**src/rtl/amb_islenen_hazirlayici_pkg.sv**
```systemverilog
// Shared constants for the execute-stage operand front end: ALU op codes,
// operand select encodings and the forward-source encoding.
package amb_islenen_hazirlayici_pkg;

  localparam int VERI_W    = 32;
  localparam int ADRES_W   = 5;
  localparam int KONTROL_W = 4;

  localparam logic [KONTROL_W-1:0] AMB_TOPLA = 4'd0;
  localparam logic [KONTROL_W-1:0] AMB_CIKAR = 4'd1;
  localparam logic [KONTROL_W-1:0] AMB_VE    = 4'd2;
  localparam logic [KONTROL_W-1:0] AMB_VEYA  = 4'd3;
  localparam logic [KONTROL_W-1:0] AMB_XOR   = 4'd4;
  localparam logic [KONTROL_W-1:0] AMB_SLT   = 4'd5;
  localparam logic [KONTROL_W-1:0] AMB_SLTU  = 4'd6;
  localparam logic [KONTROL_W-1:0] AMB_SLL   = 4'd7;
  localparam logic [KONTROL_W-1:0] AMB_SRL   = 4'd8;
  localparam logic [KONTROL_W-1:0] AMB_SRA   = 4'd9;

  localparam logic ISLENEN1_RS1   = 1'b0;
  localparam logic ISLENEN1_PS    = 1'b1;
  localparam logic ISLENEN2_RS2   = 1'b0;
  localparam logic ISLENEN2_ANLIK = 1'b1;

  typedef enum logic [1:0] {
    YON_YURUT   = 2'd0,
    YON_BELLEK  = 2'd1,
    YON_GERIYAZ = 2'd2,
    YON_YAZMAC  = 2'd3
  } yon_kaynak_t;

  // x0 is hardwired zero, so it never takes part in forwarding or hazards.
  function automatic logic adres_eslesir(input logic [ADRES_W-1:0] a,
                                         input logic [ADRES_W-1:0] b);
    return (a != '0) && (a == b);
  endfunction

endpackage

```
**src/rtl/amb_islenen_hazirlayici_yonlendirme_birimi.sv**
```systemverilog
// One source operand: priority forward mux (execute > memory > writeback >
// register file) and the load-use hazard flag for that source.
module yonlendirme_birimi
  import amb_islenen_hazirlayici_pkg::*;
(
  input  logic                kullan_i,
  input  logic [ADRES_W-1:0]  adres_i,
  input  logic [VERI_W-1:0]   yazmac_deger_i,
  input  logic                yurut_gecerli_i,
  input  logic                yurut_hazir_i,
  input  logic                yurut_yukle_i,
  input  logic [ADRES_W-1:0]  yurut_rd_i,
  input  logic [VERI_W-1:0]   yurut_sonuc_i,
  input  logic                bellek_gecerli_i,
  input  logic                bellek_yukle_i,
  input  logic [ADRES_W-1:0]  bellek_rd_i,
  input  logic [VERI_W-1:0]   bellek_sonuc_i,
  input  logic                geriyaz_gecerli_i,
  input  logic [ADRES_W-1:0]  geriyaz_rd_i,
  input  logic [VERI_W-1:0]   geriyaz_sonuc_i,
  output logic [VERI_W-1:0]   deger_o,
  output logic                durak_o
);

  logic yurut_es, bellek_es, geriyaz_es;
  yon_kaynak_t kaynak;

  assign yurut_es   = adres_eslesir(adres_i, yurut_rd_i);
  assign bellek_es  = adres_eslesir(adres_i, bellek_rd_i);
  assign geriyaz_es = adres_eslesir(adres_i, geriyaz_rd_i);

  always_comb begin
    kaynak = YON_YAZMAC;
    if (yurut_gecerli_i && yurut_hazir_i && !yurut_yukle_i && yurut_es)
      kaynak = YON_YURUT;
    else if (bellek_gecerli_i && !bellek_yukle_i && bellek_es)
      kaynak = YON_BELLEK;
    else if (geriyaz_gecerli_i && geriyaz_es)
      kaynak = YON_GERIYAZ;
  end

  always_comb begin
    deger_o = yazmac_deger_i;
    case (kaynak)
      YON_YURUT:   deger_o = yurut_sonuc_i;
      YON_BELLEK:  deger_o = bellek_sonuc_i;
      YON_GERIYAZ: deger_o = geriyaz_sonuc_i;
      default:     deger_o = yazmac_deger_i;
    endcase
  end

  // Load data is not ready until after the memory stage completes.
  assign durak_o = kullan_i &&
                   ((yurut_gecerli_i && yurut_yukle_i && yurut_es) ||
                    (bellek_gecerli_i && bellek_yukle_i && bellek_es));

endmodule

```
**src/rtl/amb_islenen_hazirlayici.sv**
```systemverilog
// Execute-stage front end: accepts decoded micro-ops, forwards and selects
// operands, stalls on load-use hazards and holds one micro-op for the ALU.
module amb_islenen_hazirlayici
  import amb_islenen_hazirlayici_pkg::*;
(
  input  logic         clk_i,
  input  logic         rst_ni,
  input  logic         gecerli_i,
  output logic         hazir_o,
  input  logic [3:0]   amb_kontrol_i,
  input  logic [4:0]   rs1_adres_i,
  input  logic [4:0]   rs2_adres_i,
  input  logic [4:0]   rd_adres_i,
  input  logic [31:0]  rs1_deger_i,
  input  logic [31:0]  rs2_deger_i,
  input  logic [31:0]  anlik_i,
  input  logic [31:0]  ps_i,
  input  logic         deger1_sec_i,
  input  logic         deger2_sec_i,
  input  logic         yukle_i,
  input  logic [31:0]  yurut_sonuc_i,
  input  logic         bellek_gecerli_i,
  input  logic [4:0]   bellek_rd_i,
  input  logic [31:0]  bellek_sonuc_i,
  input  logic         bellek_yukle_i,
  input  logic         geriyaz_gecerli_i,
  input  logic [4:0]   geriyaz_rd_i,
  input  logic [31:0]  geriyaz_sonuc_i,
  input  logic         temizle_i,
  output logic         amb_gecerli_o,
  input  logic         amb_hazir_i,
  output logic [3:0]   amb_kontrol_o,
  output logic [31:0]  deger1_o,
  output logic [31:0]  deger2_o,
  output logic [1:0]   lt_ltu_o,
  output logic [4:0]   rd_adres_o,
  output logic         yukle_o,
  output logic [31:0]  durak_sayac_o
);

  logic        gecerli_q;
  logic [3:0]  kontrol_q;
  logic [31:0] deger1_q, deger2_q, sayac_q;
  logic [1:0]  lt_q;
  logic [4:0]  rd_q;
  logic        yukle_q;

  logic [31:0] yon1, yon2, deger1_d, deger2_d;
  logic [1:0]  lt_d;
  logic        durak1, durak2, durak, kabul;

  yonlendirme_birimi u_yon1 (
    .kullan_i          (deger1_sec_i == ISLENEN1_RS1),
    .adres_i           (rs1_adres_i),
    .yazmac_deger_i    (rs1_deger_i),
    .yurut_gecerli_i   (gecerli_q),
    .yurut_hazir_i     (amb_hazir_i),
    .yurut_yukle_i     (yukle_q),
    .yurut_rd_i        (rd_q),
    .yurut_sonuc_i     (yurut_sonuc_i),
    .bellek_gecerli_i  (bellek_gecerli_i),
    .bellek_yukle_i    (bellek_yukle_i),
    .bellek_rd_i       (bellek_rd_i),
    .bellek_sonuc_i    (bellek_sonuc_i),
    .geriyaz_gecerli_i (geriyaz_gecerli_i),
    .geriyaz_rd_i      (geriyaz_rd_i),
    .geriyaz_sonuc_i   (geriyaz_sonuc_i),
    .deger_o           (yon1),
    .durak_o           (durak1)
  );

  yonlendirme_birimi u_yon2 (
    .kullan_i          (deger2_sec_i == ISLENEN2_RS2),
    .adres_i           (rs2_adres_i),
    .yazmac_deger_i    (rs2_deger_i),
    .yurut_gecerli_i   (gecerli_q),
    .yurut_hazir_i     (amb_hazir_i),
    .yurut_yukle_i     (yukle_q),
    .yurut_rd_i        (rd_q),
    .yurut_sonuc_i     (yurut_sonuc_i),
    .bellek_gecerli_i  (bellek_gecerli_i),
    .bellek_yukle_i    (bellek_yukle_i),
    .bellek_rd_i       (bellek_rd_i),
    .bellek_sonuc_i    (bellek_sonuc_i),
    .geriyaz_gecerli_i (geriyaz_gecerli_i),
    .geriyaz_rd_i      (geriyaz_rd_i),
    .geriyaz_sonuc_i   (geriyaz_sonuc_i),
    .deger_o           (yon2),
    .durak_o           (durak2)
  );

  assign durak    = gecerli_i && (durak1 || durak2);
  assign hazir_o  = !durak && !temizle_i && (!gecerli_q || amb_hazir_i);
  assign kabul    = gecerli_i && hazir_o;

  assign deger1_d = (deger1_sec_i == ISLENEN1_PS)    ? ps_i    : yon1;
  assign deger2_d = (deger2_sec_i == ISLENEN2_ANLIK) ? anlik_i : yon2;
  // Comparison flags are precomputed here so the ALU sees them registered.
  assign lt_d     = {deger1_d < deger2_d, $signed(deger1_d) < $signed(deger2_d)};

  always_ff @(posedge clk_i or negedge rst_ni) begin
    if (!rst_ni) begin
      gecerli_q <= 1'b0;
      kontrol_q <= '0;
      deger1_q  <= '0;
      deger2_q  <= '0;
      lt_q      <= '0;
      rd_q      <= '0;
      yukle_q   <= 1'b0;
      sayac_q   <= '0;
    end else begin
      if (temizle_i) begin
        gecerli_q <= 1'b0;
      end else if (kabul) begin
        gecerli_q <= 1'b1;
        kontrol_q <= amb_kontrol_i;
        deger1_q  <= deger1_d;
        deger2_q  <= deger2_d;
        lt_q      <= lt_d;
        rd_q      <= rd_adres_i;
        yukle_q   <= yukle_i;
      end else if (amb_hazir_i) begin
        gecerli_q <= 1'b0;
      end
      if (durak && !temizle_i)
        sayac_q <= sayac_q + 32'd1;
    end
  end

  assign amb_gecerli_o = gecerli_q;
  assign amb_kontrol_o = kontrol_q;
  assign deger1_o      = deger1_q;
  assign deger2_o      = deger2_q;
  assign lt_ltu_o      = lt_q;
  assign rd_adres_o    = rd_q;
  assign yukle_o       = yukle_q;
  assign durak_sayac_o = sayac_q;

endmodule

```
**config.mk**
```make
export PLATFORM = sky130hd
export DESIGN_NAME = amb_islenen_hazirlayici
export DESIGN_NICKNAME = d
export VERILOG_FILES = /design/src/rtl/amb_islenen_hazirlayici_pkg.sv /design/src/rtl/amb_islenen_hazirlayici_yonlendirme_birimi.sv /design/src/rtl/amb_islenen_hazirlayici.sv
export SDC_FILE = /design/constraint.sdc
export NUM_CORES = 1
export LEC_CHECK = 0
export BUFFER_PORTS_ARGS = -buffer_cell sky130_fd_sc_hd__buf_2
export CAP_MARGIN = 20
export CORE_ASPECT_RATIO = 0.7
export CORE_MARGIN = 10
export CORE_UTILIZATION = 40
export CTS_CLUSTER_DIAMETER = 60
export DETAILED_ROUTE_END_ITERATION = 8
export PLACE_DENSITY = 0.7
export RECOVER_POWER = 25
export SLEW_MARGIN = 25
export SYNTH_ARGS = -nofsm -noshare
export SYNTH_HDL_FRONTEND = slang
export SYNTH_SLANG_ARGS = --single-unit
export TNS_END_PERCENT = 20
```
**constraint.sdc**
```tcl
create_clock -name clk_i -period 5.5 [get_ports clk_i]
set_input_delay 1.65 -clock clk_i [delete_from_list [all_inputs] [get_ports clk_i]]
set_output_delay 1.65 -clock clk_i [all_outputs]
set_load 0.02 [all_outputs]
```
==> impl_results.html <==
<table>
<tr><th>Metric</th><th>Value</th></tr>
<tr><th colspan="2">Status</th></tr>
<tr><td>Outcome</td><td>finished with violations</td></tr>
<tr><td>Failing checks</td><td>capacitance limit, slew limit</td></tr>
<tr><th colspan="2">Die</th></tr>
<tr><td>Die Outline Area</td><td>0.02652 mm²</td></tr>
<tr><td>Effective utilization at floorplan</td><td>between 40% and 50%</td></tr>
<tr><td>DIE WIDTH</td><td>190.4 µm</td></tr>
<tr><td>Floorplan die height</td><td>139.3 µm</td></tr>
<tr><td>Cell row count</td><td>43</td></tr>
<tr><td>Area of the core region</td><td>about 0.020 mm²</td></tr>
<tr><td>Number of top-level pins</td><td>374</td></tr>
<tr><th colspan="2">GRT</th></tr>
<tr><td>Grt met1 use</td><td>between 30% and 40%</td></tr>
<tr><td>Global routing usage summed across all routing layers</td><td>26.32%</td></tr>
<tr><td>Overall overflow remaining after global route</td><td>0</td></tr>
<tr><td>Global routing met2 resource utilization</td><td>43.15%</td></tr>
<tr><td>Largest net degree at the start of global routing</td><td>110</td></tr>
<tr><td>Met3 usage</td><td>8.288%</td></tr>
<tr><td>Number of global-route vias before repair</td><td>between 9000 and 10000</td></tr>
<tr><td>First-pass GRT wire length</td><td>54710 µm</td></tr>
<tr><td>Initial antenna violation count</td><td>10</td></tr>
<tr><td>Top Usage Layer GRT</td><td>met2</td></tr>
<tr><th colspan="2">Worst setup path</th></tr>
<tr><td>Sequence of cells on the critical path</td><td>buf_2, or4_4, o211ai_2, or3_1, and3_2, a211oi_1, a21oi_1, o21ai_1, ha_1, a21o_1, a21o_1, a211oi_2, a21oi_1, or4_1, a31o_2, o21a_1, o41ai_2</td></tr>
<tr><td>Arr. time, crit path</td><td>~5.5 ns</td></tr>
<tr><td>Critical Path Start</td><td>rs1_adres_i[0]</td></tr>
<tr><td>Start of the worst register-to-register path</td><td>rd_adres_o[4]</td></tr>
<tr><td>Stage delay of the slowest cell on the critical path</td><td>0.56 ns</td></tr>
<tr><td>CP max FO</td><td>7</td></tr>
<tr><td>Path type of the worst setup path</td><td>in -&gt; reg</td></tr>
<tr><td>Worst Setup End Kind</td><td>register</td></tr>
<tr><td>CP Launch Type</td><td>primary input</td></tr>
<tr><td>Cell type of the slowest stage on the worst timing path</td><td>sky130_fd_sc_hd__or4_4</td></tr>
<tr><td>Endpoint required time on the critical path</td><td>5.76 ns</td></tr>
<tr><th colspan="2">Finish</th></tr>
<tr><td>Most common library cell in the layout ignoring fill and taps</td><td>sky130_fd_sc_hd__buf_2</td></tr>
<tr><td>Design area</td><td>0.01099 mm²</td></tr>
<tr><td>Top library cells by usage in the layout, fill and taps aside</td><td>sky130_fd_sc_hd__buf_2, sky130_fd_sc_hd__dfrtp_1, sky130_fd_sc_hd__nor2_1</td></tr>
<tr><td>Post-layout net count</td><td>1608</td></tr>
<tr><td>Fraction of final layout cells with drive strength greater than 1</td><td>~41%</td></tr>
<tr><td>Area Growth Syn to Fin</td><td>35.19%</td></tr>
<tr><th colspan="2">Synth</th></tr>
<tr><td>Share of the synthesized area in compound gates (AO/OA/AOI/OAI)</td><td>around 22%</td></tr>
<tr><td>Yosys cell types</td><td>63</td></tr>
<tr><td>Share of cell area taken by muxes after synthesis</td><td>10.05%</td></tr>
<tr><td>Largest cells by area after synthesis</td><td>sky130_fd_sc_hd__dfrtp_1, sky130_fd_sc_hd__mux2_2, sky130_fd_sc_hd__nor2_1</td></tr>
<tr><td>Sequential area share after synthesis</td><td>roughly 34%</td></tr>
<tr><td>Main synth FF type</td><td>sky130_fd_sc_hd__dfrtp_1</td></tr>
<tr><td>Area share of fa/ha/maj cells after synthesis</td><td>4.924%</td></tr>
<tr><td>EDFF count, synth</td><td>0</td></tr>
<tr><td>Number of warning messages in the yosys log</td><td>0</td></tr>
<tr><td>Instance count of the mapped netlist</td><td>917</td></tr>
<tr><td>Dominant combinational cell family by area after synthesis</td><td>compound AO/OA/AOI/OAI gates</td></tr>
<tr><td>Share of flip-flops with an asynchronous set or reset</td><td>100.0%</td></tr>
<tr><td>Share of the synthesized netlist area taken by xor and xnor gates</td><td>6.355%</td></tr>
<tr><td>Post-synthesis register bit count</td><td>~110</td></tr>
<tr><td>Simple-Gate Fraction of Synth Area</td><td>18.05%</td></tr>
<tr><td>Cell type with the highest aggregate area in the netlist</td><td>sky130_fd_sc_hd__dfrtp_1</td></tr>
<tr><td>Synth top area share</td><td>33.54%</td></tr>
<tr><td>Number of nets in the synthesized netlist</td><td>1213</td></tr>
<tr><td>Synthesized area divided by synthesized cell count</td><td>~9 µm²</td></tr>
<tr><td>Area of the mapped netlist</td><td>0.008132 mm²</td></tr>
<tr><th colspan="2">Detailed routing</th></tr>
<tr><td>Vias/cell</td><td>5.501</td></tr>
<tr><td>Router iterations before antenna repair</td><td>5</td></tr>
<tr><td>Detailed Route Iter0 Violations</td><td>609</td></tr>
<tr><td># DRC</td><td>0</td></tr>
<tr><td>Detail-routed net length per standard cell</td><td>22.70 µm</td></tr>
<tr><td>Antenna-violating nets left</td><td>0</td></tr>
<tr><td>Wirelength, routed</td><td>~36000 µm</td></tr>
<tr><td>Via Count</td><td>8796</td></tr>
<tr><th colspan="2">Clocking</th></tr>
<tr><td>Sink Count</td><td>109</td></tr>
<tr><td>Worst-case clock buffer depth</td><td>2</td></tr>
<tr><td>Insertion delay of the later-clocked pin in the worst-skew pair</td><td>0.36 ns</td></tr>
<tr><td>Worst-path clk slew</td><td>0.08 ns</td></tr>
<tr><td>Clock buffer count from CTS</td><td>9</td></tr>
<tr><td>Library cell used as clock root buffer</td><td>sky130_fd_sc_hd__clkbuf_16</td></tr>
<tr><td>Number of levels in the clock H-tree</td><td>3</td></tr>
<tr><td>Setup Buffers After CTS</td><td>0</td></tr>
<tr><td>CTS tree</td><td>yes</td></tr>
<tr><th colspan="2">Min path</th></tr>
<tr><td>Start point of the worst min-delay path</td><td>durak_sayac_o[21]</td></tr>
<tr><td>HP Class</td><td>reg -&gt; reg</td></tr>
<tr><th colspan="2">Pwr</th></tr>
<tr><td>IR Drop Worst-Case VDD</td><td>0.1357 mV</td></tr>
<tr><td>Net Sw Frac</td><td>37.44%</td></tr>
<tr><td>Portion of total power attributed to the clock network</td><td>26.8%</td></tr>
<tr><td>Leakage</td><td>5.218 nW</td></tr>
<tr><td>Total power divided by cell area</td><td>around 230 mW/mm²</td></tr>
<tr><td>Final total power</td><td>2.567 mW</td></tr>
<tr><td>Pint</td><td>1.605 mW</td></tr>
<tr><td>Part of the power in combinational logic</td><td>roughly a third</td></tr>
<tr><td>Part of the total power dissipated in sequential elements</td><td>between 30% and 40%</td></tr>
<tr><td>Sw power</td><td>0.9610 mW</td></tr>
<tr><th colspan="2">Timing</th></tr>
<tr><td>Final critical-path share of the clock period</td><td>94.47%</td></tr>
<tr><td>Measured slew at the worst slew-check pin</td><td>between 2 and 3 ns</td></tr>
<tr><td>Final critical path time including I/O delays and setup</td><td>between 5 and 6 ns</td></tr>
<tr><td>Total count of max-transition violations in the final report</td><td>110</td></tr>
<tr><td>Relative slew slack</td><td>-92.77%</td></tr>
<tr><td>Number of failing hold endpoints at the final stage</td><td>0</td></tr>
<tr><td>Setup Viol. Count Final</td><td>0</td></tr>
<tr><td>Maximum achievable frequency</td><td>192.5 MHz</td></tr>
<tr><td>Worst setup slack after layout</td><td>0.3043 ns</td></tr>
<tr><td>Clock Skews</td><td>0.01015 ns</td></tr>
<tr><td>Setup TNS Final</td><td>0 ns</td></tr>
<tr><td>Setup repair after global routing missed its margin</td><td>no</td></tr>
<tr><td>Fin Hold WS</td><td>0.4829 ns</td></tr>
<tr><th colspan="2">Place</th></tr>
<tr><td>Final Wtd Congestion</td><td>0.9466</td></tr>
<tr><td>Setup slack at placement</td><td>-0.1780 ns</td></tr>
<tr><td>Placed wire-length estimate after detailed placement</td><td>30020 µm</td></tr>
<tr><td>Port Buffer Count</td><td>~370</td></tr>
<tr><td>Area after DPL</td><td>0.01066 mm²</td></tr>
<tr><th colspan="2">Run</th></tr>
<tr><td>Max-cap violations</td><td>1</td></tr>
</table>
## path summary, 6_finish.rpt
kind / end / slack, ns / cells after the start
max: lt_ltu_o[0] / 0.30 / 17
min: durak_sayac_o[21] / 0.48 / 1
max reg2reg: lt_ltu_o[0] / 1.31 / 16
min reg2reg: durak_sayac_o[21] / 0.48 / 1
max in group asynchronous: deger1_o[29] / 1.50 / 2
min in group asynchronous: yukle_o / 2.30 / 2
## through the flow
| step | cells | utilization, % |
|---|---|---|
| after detailed placement | 1571 | 53.53 |
| after global placement | 1571 | 53.53 |
| after CTS | 1587 | 55.05 |
| final | 1599 | 55.22 |
| after global routing | 1594 | 55.16 |
| after floorplan | 917 | - |
## what timing repair did
item | 4_1_cts | 5_1_grt
gates resized for setup | 0 | 5
hold endpoints to repair | 0 | 0
hold buffers | 0 | 0
setup endpoints to repair | 0 | 2
## synth_stat cells (15+ instances only)
master,count
sky130_fd_sc_hd__a211oi_1,31
sky130_fd_sc_hd__nand2_1,81
sky130_fd_sc_hd__nor3b_1,30
sky130_fd_sc_hd__mux2_2,45
sky130_fd_sc_hd__clkbuf_1,31
sky130_fd_sc_hd__mux2i_1,31
sky130_fd_sc_hd__dfrtp_1,109
sky130_fd_sc_hd__o21a_1,33
sky130_fd_sc_hd__xor2_1,27
sky130_fd_sc_hd__ha_1,32
sky130_fd_sc_hd__o221ai_1,30
sky130_fd_sc_hd__o21ai_0,35
sky130_fd_sc_hd__nand4_1,15
sky130_fd_sc_hd__xnor2_1,32
sky130_fd_sc_hd__o21ai_1,23
sky130_fd_sc_hd__a21oi_1,69
sky130_fd_sc_hd__nor2_1,108
## cells by family (layout without fill, tap and decap cells)
family                   Yosys count  count (layout)
AO/OA/AOI/OAI                    267             267
XOR/XNOR                          59              59
adder cells (fa/ha/maj)           32              32
buffers and inverters             75             475
flip-flops                       109             109
multiplexers                      76              76
other                              0              12
AND/OR/NAND/NOR                  299             299
## metal layers
layer	routed length (µm)	part of all wire, %
met1	15110	42
met4	599	1.7
met2	17040	47
met3	3525	9.7
met5	20	0.055
## worst max-delay path: cells and delay by family
kind	cells	cell delay (ns)
fa+ha+maj	1	0.30
compound gates	11	1.92
buf+inv	1	0.12
simple gates	4	1.45
## final cells by class
class / instances / area, µm²
antenna: 12 / 30.03
clock buffer: 9 / 225.2
clock inverter: 7 / 77.57
fill: 1912 / 8914
inverter: 15 / 56.30
multi-input combinational: 733 / 5047
sequential: 109 / 2728
tap: 270 / 337.8
timing repair buffer: 444 / 2491
## power by group through the flow
stage          Combinational [mW]  Sequential [mW]  Clock [mW]
2_1_floorplan               0.338             1.14           0
3_3_place_gp                0.882             1.00           0
3_5_place_dp                0.887             1.01           0
4_1_cts                     0.891            0.991       0.706
5_1_grt                     0.960             1.01       0.739
6_report                    0.886            0.992       0.688
## flip-flops by register name (all words and copies together) (netlist names)
signal         flops
amb_kontrol_o      4
deger2_o          32
rd_adres_o         5
lt_ltu_o           2
yukle_o            1
deger1_o          32
durak_sayac_o     32
amb_gecerli_o      1
Note: power is estimated with default switching activity, not from simulation.
